$ cat src/rtl/pll_ctrl_pkg.sv
// Shared types and constants for the rPLL reconfiguration controller.
// Divider selects are stored already encoded for the rPLL dynamic ports.
package pll_ctrl_pkg;

  localparam int DIV_W = 6;

  typedef enum logic [2:0] {
    RESET_HOLD,
    WAIT_LOCK,
    STABLE,
    RUN,
    FAULT
  } pll_state_t;

  // The rPLL dynamic select ports take (64 - divide factor).
  function automatic logic [DIV_W-1:0] rpll_enc(input int unsigned div);
    return DIV_W'((1 << DIV_W) - div);
  endfunction

  // 27 MHz * 28 / 9 = 84 MHz, VCO 672 MHz with output divide 8.
  localparam logic [DIV_W-1:0] PLAN84_IDSEL  = rpll_enc(9);
  localparam logic [DIV_W-1:0] PLAN84_FBDSEL = rpll_enc(28);
  localparam logic [DIV_W-1:0] PLAN84_ODSEL  = rpll_enc(8);

  // 27 MHz * 55 / 6 = 247.5 MHz (nearest to 248), VCO 990 MHz with output divide 4.
  localparam logic [DIV_W-1:0] PLAN248_IDSEL  = rpll_enc(6);
  localparam logic [DIV_W-1:0] PLAN248_FBDSEL = rpll_enc(55);
  localparam logic [DIV_W-1:0] PLAN248_ODSEL  = rpll_enc(4);

endpackage

$ cat src/rtl/pll_reconfig_ctrl_sync_2ff.sv
// Generic two-flop synchronizer for bringing asynchronous levels into clk.
module sync_2ff #(
  parameter int               WIDTH   = 1,
  parameter logic [WIDTH-1:0] RST_VAL = '0
) (
  input  logic             clk,
  input  logic             rst,
  input  logic [WIDTH-1:0] d,
  output logic [WIDTH-1:0] q
);

  logic [WIDTH-1:0] meta;

  always_ff @(posedge clk) begin
    if (rst) begin
      meta <= RST_VAL;
      q    <= RST_VAL;
    end else begin
      meta <= d;
      q    <= meta;
    end
  end

endmodule

$ cat src/rtl/pll_reconfig_ctrl.sv
// rPLL bring-up, lock supervision and divider reconfiguration controller.
// Downstream logic may only use the PLL output clock while clk_en is high.
module pll_reconfig_ctrl #(
  parameter int               DIV_W         = pll_ctrl_pkg::DIV_W,
  parameter int               RST_CYCLES    = 16,
  parameter int               LOCK_TIMEOUT  = 27000,
  parameter int               STABLE_CYCLES = 256,
  parameter int               MAX_RETRIES   = 3,
  parameter logic [DIV_W-1:0] INIT_IDSEL    = '0,
  parameter logic [DIV_W-1:0] INIT_FBDSEL   = '0,
  parameter logic [DIV_W-1:0] INIT_ODSEL    = '0
) (
  input  logic             clk,
  input  logic             rst,
  input  logic             cfg_valid,
  output logic             cfg_ready,
  input  logic [DIV_W-1:0] cfg_idsel,
  input  logic [DIV_W-1:0] cfg_fbdsel,
  input  logic [DIV_W-1:0] cfg_odsel,
  input  logic             fault_clr,
  input  logic             pll_lock,
  output logic             pll_reset,
  output logic [DIV_W-1:0] pll_idsel,
  output logic [DIV_W-1:0] pll_fbdsel,
  output logic [DIV_W-1:0] pll_odsel,
  output logic             clk_en,
  output logic             busy,
  output logic             fault,
  output logic [1:0]       retry_cnt,
  output logic [7:0]       lock_loss_cnt
);
  import pll_ctrl_pkg::*;

  localparam int TMR_MAX = (LOCK_TIMEOUT > RST_CYCLES) ? LOCK_TIMEOUT : RST_CYCLES;
  localparam int TMR_W   = (TMR_MAX > 1) ? $clog2(TMR_MAX) : 1;
  localparam int STB_W   = (STABLE_CYCLES > 1) ? $clog2(STABLE_CYCLES) : 1;

  localparam logic [TMR_W-1:0] RST_LAST  = TMR_W'(RST_CYCLES - 1);
  localparam logic [TMR_W-1:0] TO_LAST   = TMR_W'(LOCK_TIMEOUT - 1);
  localparam logic [STB_W-1:0] STB_LAST  = STB_W'(STABLE_CYCLES - 1);
  localparam logic [1:0]       RETRY_MAX = 2'(MAX_RETRIES);

  pll_state_t       state, state_next;
  logic [TMR_W-1:0] timer, timer_next;
  logic [STB_W-1:0] stable_cnt, stable_next;
  logic [1:0]       retry_next;
  logic [7:0]       loss_next;
  logic             load_sel;
  logic             handshake;
  logic             lock_s;

  sync_2ff #(.WIDTH(1), .RST_VAL(1'b0)) u_lock_sync (
    .clk (clk),
    .rst (rst),
    .d   (pll_lock),
    .q   (lock_s)
  );

  // Handshake: a divider set transfers on any cycle where cfg_valid and
  // cfg_ready are both high; cfg_ready depends only on state, never on cfg_valid.
  assign cfg_ready = (state == RUN) || (state == FAULT);
  assign handshake = cfg_valid && cfg_ready;

  always_comb begin
    state_next  = state;
    timer_next  = timer + TMR_W'(1);
    stable_next = stable_cnt;
    retry_next  = retry_cnt;
    loss_next   = lock_loss_cnt;
    load_sel    = 1'b0;
    unique case (state)
      RESET_HOLD: begin
        if (timer == RST_LAST) begin
          state_next = WAIT_LOCK;
          timer_next = '0;
        end
      end
      WAIT_LOCK: begin
        if (lock_s) begin
          state_next  = STABLE;
          stable_next = '0;
          timer_next  = '0;
        end else if (timer == TO_LAST) begin
          timer_next = '0;
          if (retry_cnt < RETRY_MAX) begin
            retry_next = retry_cnt + 2'd1;
            state_next = RESET_HOLD;
          end else begin
            state_next = FAULT;
          end
        end
      end
      STABLE: begin
        timer_next = '0;
        if (!lock_s) begin
          state_next = WAIT_LOCK;
        end else if (stable_cnt == STB_LAST) begin
          state_next = RUN;
          retry_next = '0;
        end else begin
          stable_next = stable_cnt + STB_W'(1);
        end
      end
      RUN: begin
        timer_next = '0;
        load_sel   = handshake;
        // A config request and a lock loss on the same cycle share one re-lock.
        if (!lock_s && (lock_loss_cnt != 8'hFF)) loss_next = lock_loss_cnt + 8'd1;
        if (handshake || !lock_s) state_next = RESET_HOLD;
      end
      FAULT: begin
        timer_next = '0;
        load_sel   = handshake;
        if (handshake || fault_clr) begin
          retry_next = '0;
          state_next = RESET_HOLD;
        end
      end
      default: begin
        timer_next = '0;
        state_next = RESET_HOLD;
      end
    endcase
  end

  always_ff @(posedge clk) begin
    if (rst) begin
      state         <= RESET_HOLD;
      timer         <= '0;
      stable_cnt    <= '0;
      retry_cnt     <= '0;
      lock_loss_cnt <= '0;
      pll_reset     <= 1'b1;
      clk_en        <= 1'b0;
      busy          <= 1'b1;
      fault         <= 1'b0;
      pll_idsel     <= INIT_IDSEL;
      pll_fbdsel    <= INIT_FBDSEL;
      pll_odsel     <= INIT_ODSEL;
    end else begin
      state         <= state_next;
      timer         <= timer_next;
      stable_cnt    <= stable_next;
      retry_cnt     <= retry_next;
      lock_loss_cnt <= loss_next;
      // Outputs follow the next state so they line up with the state register.
      pll_reset     <= (state_next == RESET_HOLD) || (state_next == FAULT);
      clk_en        <= (state_next == RUN);
      busy          <= state_next inside {RESET_HOLD, WAIT_LOCK, STABLE};
      fault         <= (state_next == FAULT);
      if (load_sel) begin
        pll_idsel  <= cfg_idsel;
        pll_fbdsel <= cfg_fbdsel;
        pll_odsel  <= cfg_odsel;
      end
    end
  end

endmodule

$ cat config.mk
export PLATFORM = sky130hd
export DESIGN_NAME = pll_reconfig_ctrl
export DESIGN_NICKNAME = d
export VERILOG_FILES = /design/src/rtl/pll_ctrl_pkg.sv /design/src/rtl/pll_reconfig_ctrl_sync_2ff.sv /design/src/rtl/pll_reconfig_ctrl.sv
export SDC_FILE = /design/constraint.sdc
export NUM_CORES = 1
export LEC_CHECK = 0
export BUFFER_PORTS_ARGS = -buffer_cell sky130_fd_sc_hd__buf_2
export CAP_MARGIN = 20
export CORE_AREA = 2 2 75 77
export DETAILED_ROUTE_END_ITERATION = 7
export DIE_AREA = 0 0 77 79
export PLACE_DENSITY = 0.73
export SLEW_MARGIN = 20
export SYNTH_ARGS = -nofsm -noshare
export SYNTH_HDL_FRONTEND = slang
export SYNTH_SLANG_ARGS = --single-unit
export TNS_END_PERCENT = 20
$ cat constraint.sdc
create_clock -name clk -period 2.69 [get_ports clk]
set_clock_uncertainty 0.15 [all_clocks]
set_input_delay 0.269 -clock clk [delete_from_list [all_inputs] [get_ports clk]]
set_output_delay 0.269 -clock clk [all_outputs]
set_load 0.01 [all_outputs]
---- Yosys cells after proc, flatten, opt, wreduce, memory -nomap -nowiden ----
Index checks and enable logic that the tools add are counted.
storage, ports and cells
  flip-flop bits (word level) ............. 60
  output and inout bits ................... 33
  logic and storage cells ................. 80
operators by class
  add/subtract/negate cells ............... 4
  $lt $le $gt $ge ......................... 1
  equality and inequality tests ........... 20
  multiplexer cells ....................... 25
  reduce and logical (&&, ||, !) cells .... 16
operators by type and width
  operator                 count
  $mux W15                 3
  $pmux W15 S2             1
  $mux W3                  8
  $mux W8                  3
  $add A8 B1 Y8 const B    2
  $pmux W8 S2              1
  $add A15 B1 Y15 const B  1
  $eq A15 B15 Y1 const B   1
  $eq A15 B4 Y1 const B    1
  $pmux W3 S5              1
  $eq A3 B2 Y1 const B     4
  $mux W2                  6
  $ne A2 B2 Y1 const B     5
  $eq A8 B8 Y1 const B     1
  $ne A8 B8 Y1 const B     1
  $reduce_and A7 Y1        1
  $eq A3 B1 Y1 const B     2
  $eq A3 B3 Y1 const B     2
  $logic_not A3 Y1         2
  $ne A2 B1 Y1 const B     3
  $pmux W2 S3              1
  $reduce_bool A3 Y1       2
  $logic_or A1 B1 Y1       4
  $reduce_and A4 Y1        1
  other kinds (8)          9

---- Longest topological paths before layout ----
Gate-level depths: netlist of the first run.
  depth in word-level cells ............... 8
  depth in mapped cells ................... 7

---- Hierarchy ----
Synthesis of the first run repeated with hierarchy kept, for this count alone.
unflattened totals
  cells, all modules ...................... 282
  area, all modules ....................... 2,571.2 um2
by module, submodules not included
  module             instances  cells an instance  area an instance (um2)  sequential area each (um2)
  pll_reconfig_ctrl  1          278                2,518.7                 1,161.1
  sync_2ff           1          4                  52.6                    40.0

---- Least setup slack after synthesis of the first run ----
Ideal clock, no wire load.
  path kind ............................... register to register
  start ................................... reg timer[4]
  end ..................................... reg timer[10]
  arrival ................................. 1,927 ps
  path slack .............................. 499 ps
  cell stages (with the launch flop) ...... 7
  path buffers ............................ 1
  path through ............................ dfxtp_1 -> or4_1 -> or4_1 -> nor2b_1 -> o21ai_2 -> buf_4 -> nor2_1
on the way
  word-level cells in the longest chain between the ends .. 4
RTL lines
  item                                               line                                              text
  from (decl)                                        pll_reconfig_ctrl.sv:44                           logic [TMR_W-1:0] timer, timer_next;
  from (signal assigned)                             pll_reconfig_ctrl.sv:142                          timer <= timer_next;
  $add A15 B1 Y15 or $eq A15 B15 Y1 (tied branches)  pll_reconfig_ctrl.sv:66, pll_reconfig_ctrl.sv:83
  $mux W15                                           pll_reconfig_ctrl.sv:83                           end else if (timer == TO_LAST) begin
  $mux W15                                           pll_reconfig_ctrl.sv:79                           if (lock_s) begin
  $pmux W15 S2 *                                     pll_reconfig_ctrl.sv:71                           unique case (state)
Mark *: on every way between the ends. The rest lies on a longest branch, timed or not.
A chain may end at the register's enable or synchronous reset.

---- Worst setup path after layout of the first run ----
  start ................................... reg timer[7]
  end ..................................... reg pll_reset
on the way
  word-level cells in the longest chain between the ends .. 6
RTL lines
  item                                              line                      text
  $eq A15 B15 Y1                                    pll_reconfig_ctrl.sv:83
  $mux W3                                           pll_reconfig_ctrl.sv:83
  $mux W3                                           pll_reconfig_ctrl.sv:79
  $pmux W3 S5 *                                     pll_reconfig_ctrl.sv:71
  $eq A3 B3 Y1 or $logic_not A3 Y1 (tied branches)  pll_reconfig_ctrl.sv:147  pll_reset <= (state_next == RESET_HOLD) || (state_next == FAULT);
  $logic_or A1 B1 Y1 *                              pll_reconfig_ctrl.sv:147
  to (signal assigned)                              pll_reconfig_ctrl.sv:147
  to (decl)                                         pll_reconfig_ctrl.sv:22   output logic pll_reset,
Marked as above.

==> out/summary.json, run 1 <==
{
  "floorplan.initialDensity": 0.4827,
  "fmax_mhz": 438.5,
  "comb_power_share": 0.026,
  "max_slew_vio_count": 0,
  "ys_ff_latch": 60,
  "ir_worst_vdd_uv": 427.1,
  "cap_violations": 0,
  "clkSinkCount": 60,
  "rsz0062_at_grt": "no",
  "final_period_minus_worst_setup_slack_ns": 2.280,
  "seq_area_frac_synth": 0.4662,
  "max_slew_margin": 0.5490,
  "share_of_final_layout_standard_cells_stronger_than_drive_strength_1": 0.2157,
  "post_synth_edffs": 0,
  "clockPowerShare": 0.470,
  "worst-path-max-fanout": 3,
  "dp_cells": 399,
  "number_of_clock_buffers_inserted_by_tritoncts": 9,
  "io_buffers": 55,
  "gp_routability_congestion": 0.8570,
  "cts_root_buf": "sky130_fd_sc_hd__clkbuf_8",
  "fin_nets": 367,
  "core.rowCount": 27,
  "grt_pass1_vias": 1968,
  "num-fill-cells": 514,
  "dpl.hpwl_um": 3596,
  "report.final.setup_viol": 0,
  "hold_ws_ns": 0.01530,
  "cts_max_level": 3,
  "yosysWarningCount": 0,
  "die-area_sq_mm": 0.006083,
  "power_switching_mw": 0.3486,
  "clock_insertion_delay_worst_skew_ns": 0.33,
  "tritoncts": "done",
  "grt_util_all_layers": 0.1771,
  "lkg_pwr_nw": 1.409,
  "avgViaCountPerCell": 5.142,
  "hold_violations": 0,
  "pwr_density_cell_mw_per_mm2": 567.7,
  "route.detailed.drc": 0,
  "hp-class": "in -> reg",
  "clk_transition_reported_paths_ns": 0.06,
  "dpl_cell_area_sq_mm": 0.002910,
  "mappedNetlistNets": 308,
  "cts_resized": 0,
  "critical_path_required_ns": 2.75,
  "syn-instance-count": 281,
  "layout-area-overhead-vs-synth_pct": 21.86,
  "insertedDiodeCount": 0,
  "post-route-cell-area_sq_mm": 0.003139,
  "critPathKind": "reg -> reg",
  "final.period_utilization": 0.8477,
  "grt_first_pass_wirelength_um": 8556,
  "switching_share": 0.1956,
  "routed-via-count": 2134,
  "cts_setup_buffers": 0,
  "int_power_mw": 1.434,
  "seq_power_share": 0.505,
  "timing.critical_path.arrival_ns": 2.34,
  "cts-root-to-sink-buffers": 2,
  "synth_cell_type_count": 42,
  "synth.avg_cell_area_sq_um": 9.168,
  "timing_worst_slew_pin_value_ns": 0.6765,
  "layout_commonest_cell": "sky130_fd_sc_hd__dfxtp_1",
  "detail_route.wl_per_cell_um": 12.34,
  "grt_max_degree": 39,
  "postRouteAntennaNets": 0,
  "run_status": "completed",
  "grt_remaining_overflow": 0,
  "firstDrtPassIters": 4,
  "post_layout_nonfiller_instances": 415,
  "post_route_setup_tns_ns": 0,
  "grt_antenna_before_repair": 0,
  "floorplan.core_area_sq_mm": 0.005338,
  "dieHeight_um": 79,
  "synthesis.area_sq_mm": 0.002576,
  "type_of_destination_of_the_critical_path": "flip-flop",
  "async_set_or_reset_register_ratio_after_synthesis": 0,
  "num_io_pins": 56,
  "critical_path.startpoint_type": "flip-flop",
  "drt_first_iter_violations": 112,
  "chipWidth_um": 77,
  "wirelength_um": 5121,
  "layout_common_cells": "sky130_fd_sc_hd__dfxtp_1, sky130_fd_sc_hd__nor2_1, sky130_fd_sc_hd__buf_2",
  "ys.flop_type": "sky130_fd_sc_hd__dfxtp_1"
}
power by group through the flow:
| stage | Clock, mW | Sequential, mW | Combinational [mW] |
|---|---|---|---|
| global route | 0.901 | 0.900 | 0.0518 |
| global placement | 0 | 0.919 | 0.0433 |
| floorplan | 0 | 0.918 | 0.0230 |
| CTS | 0.865 | 0.899 | 0.0464 |
| finish | 0.837 | 0.900 | 0.0456 |
| detailed placement | 0 | 0.919 | 0.0439 |
cell type report:
| class | instances | area (sq um) | share of cell area |
|---|---|---|---|
| multi-input combinational | 205 | 1310 | 0.4173 |
| sequential | 60 | 1201 | 0.3826 |
| timing repair buffer | 59 | 310.3 | 0.09884 |
| clock buffer | 13 | 178.9 | 0.05699 |
| inverter | 5 | 18.77 | 0.005978 |
| tap | 72 | 90.09 | 0.02870 |
| clock inverter | 1 | 30.03 | 0.009566 |
synthesized netlist by cell type, types with 2 or more instances:
cell type                   count  area, sq um
sky130_fd_sc_hd__a21oi_1        5        25.02
sky130_fd_sc_hd__nand2_1       10        37.54
sky130_fd_sc_hd__xnor2_1       14        122.6
sky130_fd_sc_hd__nor3_1         4        20.02
sky130_fd_sc_hd__clkbuf_1       9        33.78
sky130_fd_sc_hd__xor2_1        12        105.1
sky130_fd_sc_hd__a2111oi_0      3        26.28
sky130_fd_sc_hd__ha_1           4        50.05
sky130_fd_sc_hd__a221oi_1       2        17.52
sky130_fd_sc_hd__nor2_1        59        221.5
sky130_fd_sc_hd__dfxtp_1       60         1201
sky130_fd_sc_hd__nor2b_1        4        25.02
sky130_fd_sc_hd__or4_1          4        30.03
sky130_fd_sc_hd__a211oi_1       4        30.03
sky130_fd_sc_hd__and3_1         7        43.79
sky130_fd_sc_hd__nand4_1        5        31.28
sky130_fd_sc_hd__nand3_1       14        70.07
sky130_fd_sc_hd__inv_1          5        18.77
sky130_fd_sc_hd__mux2i_1       21        210.2
sky130_fd_sc_hd__o21ai_0        5        25.02
sky130_fd_sc_hd__or3_1          3        18.77
sky130_fd_sc_hd__nor4_1         3        18.77
sky130_fd_sc_hd__nand2b_1       5        31.28
worst paths after layout:
path	slack, ns	to	startpoint	cells after the start
worst max-delay path	0.41	pll_reset$_SDFF_PP1_	timer[7]$_SDFF_PP0_	5
worst min register to register	0.29	u_lock_sync.q$_SDFF_PP0_	u_lock_sync.meta$_SDFF_PP0_	1
worst min-delay path	0.02	pll_fbdsel[0]$_SDFFE_PP0P_	cfg_fbdsel[0]	3
worst max register to register	0.41	pll_reset$_SDFF_PP1_	timer[7]$_SDFF_PP0_	5
per-stage QoR:
step	worst slack [ns]	power, mW	util
2_1_floorplan	0.4986	0.9407	-
3_3_place_gp	0.4511	0.9619	0.5452
3_5_place_dp	0.4056	0.9628	0.5452
4_1_cts	0.3926	1.811	0.5881
5_1_grt	0.2736	1.853	0.5881
6_report	0.4097	1.782	0.5881
flip-flops by register name, summed over array words and instances (netlist names):
register,flops
u_lock_sync.meta,1
timer,15
clk_en,1
lock_loss_cnt,8
pll_reset,1
u_lock_sync.q,1
busy,1
retry_cnt,2
pll_idsel,6
stable_cnt,8
pll_fbdsel,6
pll_odsel,6
fault,1
state,3
cell families (layout without fill, tap and decap cells):
group | after synthesis | in the layout | synth area share
simple gates | 125 | 125 | 0.2375
fa+ha+maj | 4 | 4 | 0.01943
mux | 21 | 21 | 0.08159
buf+inv | 16 | 78 | 0.02525
flops | 60 | 60 | 0.4662
compound gates | 29 | 29 | 0.08160
xor+xnor | 26 | 26 | 0.08839
per-layer routing:
| layer | global-route usage | up-vias | wire length (um) | part of all wire |
|---|---|---|---|---|
| met3 | 0.07500 | 6 | 268 | 0.052 |
| li1 | - | 1092 | - | - |
| met1 | 0.1990 | 995 | 2224 | 0.43 |
| met2 | 0.3018 | 41 | 2548 | 0.50 |
| met4 | 0.06429 | 0 | 79 | 0.015 |
| met5 | 0 | - | 0 | 0 |
worst max-delay path: stages, from the launching register on:
cell and delay (ns):
sky130_fd_sc_hd__dfxtp_1 0.33, sky130_fd_sc_hd__or4_1 0.57, sky130_fd_sc_hd__or4_1 0.52, sky130_fd_sc_hd__o31a_1 0.29
sky130_fd_sc_hd__a221oi_2 0.24, sky130_fd_sc_hd__nor2_1 0.06
timing repair:
action | CTS | global route
hold endpoints to repair | 2 | 0
setup endpoints to repair | 0 | 0
hold buffers | 2 | 0
(Power assumes the default switching activity.)
==> inputs of run 2 (changes only) <==
- clock period: 2.69 -> 2.3 ns (I/O delays scaled with it)
==> run 2 against run 1 <==
Against the previous run:
- count of clock-buffer cells in the layout decreased by 3
- critical endpoint is now retry_cnt[1]$_SDFFE_PP0P_
- die area unchanged
- cell area increased by 8.7%
- routed wire length increased by 15%
- global-route usage increased by 1.8 points
- total power increased by 15%
- largest cell class unchanged
- clock power increased by 9.9%
- core utilization increased by 5.1 points
- critical path type unchanged
- sequential share of layout area decreased by 3.1 points
==> out/summary.json, run 2 (same netlist as run 1, synthesis figures left out) <==
{
  "grt_util_all_layers": 0.1947,
  "wirelength_um": 5875,
  "share_of_final_layout_standard_cells_stronger_than_drive_strength_1": 0.2426,
  "dp_cells": 408,
  "insertedDiodeCount": 0,
  "avgViaCountPerCell": 5.108,
  "timing_worst_slew_pin_value_ns": 0.5989,
  "path_cells": "ha_2 -> or4bb_1 -> nor4_2 -> nor3_2 -> or4b_1 -> a21oi_1",
  "grt_antenna_before_repair": 0,
  "tritoncts": "done",
  "fin_nets": 393,
  "timing.critical_path.arrival_ns": 2.37,
  "worst-path-max-fanout": 4,
  "num-fill-cells": 461,
  "post_layout_nonfiller_instances": 443,
  "final.period_utilization": 0.9773,
  "chipWidth_um": 77,
  "cts_max_level": 3,
  "max_flop_register": "timer",
  "fmax_mhz": 444.9,
  "hold_violations": 0,
  "clock_insertion_delay_worst_skew_ns": 0.33,
  "layout_common_cells": "sky130_fd_sc_hd__dfxtp_1, sky130_fd_sc_hd__nor2_1, sky130_fd_sc_hd__buf_2",
  "io_buffers": 55,
  "critical_path.startpoint_type": "flip-flop",
  "max_slew_vio_count": 0,
  "clk_transition_reported_paths_ns": 0.07,
  "firstDrtPassIters": 4,
  "run_status": "completed",
  "use_met1": 0.2132,
  "critical_path_required_ns": 2.42,
  "number_of_clock_buffers_inserted_by_tritoncts": 9,
  "report.final.setup_viol": 0,
  "drt_first_iter_violations": 86,
  "design_power_mw": 2.057,
  "hp-class": "in -> reg",
  "num_io_pins": 56,
  "dieHeight_um": 79,
  "route.detailed.drc": 0,
  "pwr_density_cell_mw_per_mm2": 602.8,
  "routed-via-count": 2263,
  "max_slew_margin": 0.5904,
  "final_period_minus_worst_setup_slack_ns": 2.248,
  "gp_routability_congestion": 0.7837,
  "lkg_pwr_nw": 1.526,
  "dpl.hpwl_um": 3742,
  "grt_pass1_vias": 2096,
  "grt_most_used_layer": "met2",
  "grt_max_degree": 34,
  "floorplan.core_area_sq_mm": 0.005338,
  "largest_regs": "timer: 15 flops, lock_loss_cnt: 8 flops, stable_cnt: 8 flops",
  "layout-area-overhead-vs-synth_pct": 32.49,
  "clkSinkCount": 60,
  "cts-root-to-sink-buffers": 2,
  "ir_worst_vdd_uv": 375.9,
  "type_of_destination_of_the_critical_path": "flip-flop",
  "worst_path_max_delay_cell": "sky130_fd_sc_hd__or4b_1",
  "cts_setup_buffers": 0,
  "largest_incremental_delay_on_the_critical_path_ns": 0.52,
  "cts_root_buf": "sky130_fd_sc_hd__clkbuf_8",
  "cap_violations": 0,
  "detail_route.wl_per_cell_um": 13.26,
  "gr-usage-met3": 0.04545,
  "critPathKind": "reg -> reg",
  "die-area_sq_mm": 0.006083,
  "postRouteAntennaNets": 0,
  "layout_commonest_cell": "sky130_fd_sc_hd__dfxtp_1",
  "core.rowCount": 27,
  "rsz0062_at_grt": "yes",
  "grt_first_pass_wirelength_um": 9315,
  "largest_reg_flops": 15,
  "grt_remaining_overflow": 0,
  "gr-usage-met2": 0.3412,
  "floorplan.initialDensity": 0.4827
}
-- run 2: area by class of cell --
class                           count  area (sq um)  area share
Sequential cell                    60          1201      0.3519
Timing Repair Buffer               85         573.1      0.1679
Clock inverter                      6         65.06     0.01906
Clock buffer                       10         127.6     0.03739
Inverter                            5         18.77    0.005499
Tap cell                           72         90.09     0.02639
Multi-Input combinational cell    205          1338      0.3919
-- run 2: stage by stage --
stage	setup TNS, ns	setup WS [ns]	instance area (sq um)	hold slack [ns]	util
2_1_floorplan	0	0.1086	2576	0.1803	-
4_1_cts	0	0.01388	3392	0.01032	0.6355
3_5_place_dp	-0.002657	-0.002657	3003	0.3005	0.5626
3_3_place_gp	0	0.06376	3003	0.2743	0.5626
6_report	0	0.05222	3413	0.03990	0.6395
5_1_grt	-0.03673	-0.03673	3413	0.02395	0.6395
-- run 2: critical path: cells and delay by family, from the launching register on --
family / cells / cell delay (ns)
adders and majority gates: 1 / 0.20
and+or+nand+nor: 4 / 1.33
DFF: 1 / 0.34
AOI/OAI and AO/OA: 1 / 0.16
-- run 2: path summary, 6_finish.rpt --
check / from / to / slack, ns / depth (start not counted)
worst min register to register: u_lock_sync.meta$_SDFF_PP0_ / u_lock_sync.q$_SDFF_PP0_ / 0.31 / 1
worst max register to register: retry_cnt[0]$_SDFFE_PP0P_ / retry_cnt[1]$_SDFFE_PP0P_ / 0.05 / 6
worst min-delay path: rst / state[0]$_SDFF_PP0_ / 0.04 / 2
worst max-delay path: retry_cnt[0]$_SDFFE_PP0P_ / retry_cnt[1]$_SDFFE_PP0P_ / 0.05 / 6
-- run 2: routing by layer --
layer	part of all wire	vias to the layer above
met5	0	-
met4	0.038	0
met3	0.034	23
met2	0.50	45
met1	0.43	1049
li1	-	1146
-- run 2: power breakdown --
part           internal, mW  switching, mW  leakage [nW]  total (mW)
clock network         0.500          0.420        0.0962       0.920
logic                0.0491         0.0382         0.945      0.0872
registers              1.04        0.00497         0.484        1.05
-- run 2: what timing repair did --
item,CTS,global route
gates cloned,0,0
resized for setup,1,5
endpoints found under the setup margin,1,11
hold buffers,19,0
hold endpoints to repair,19,0
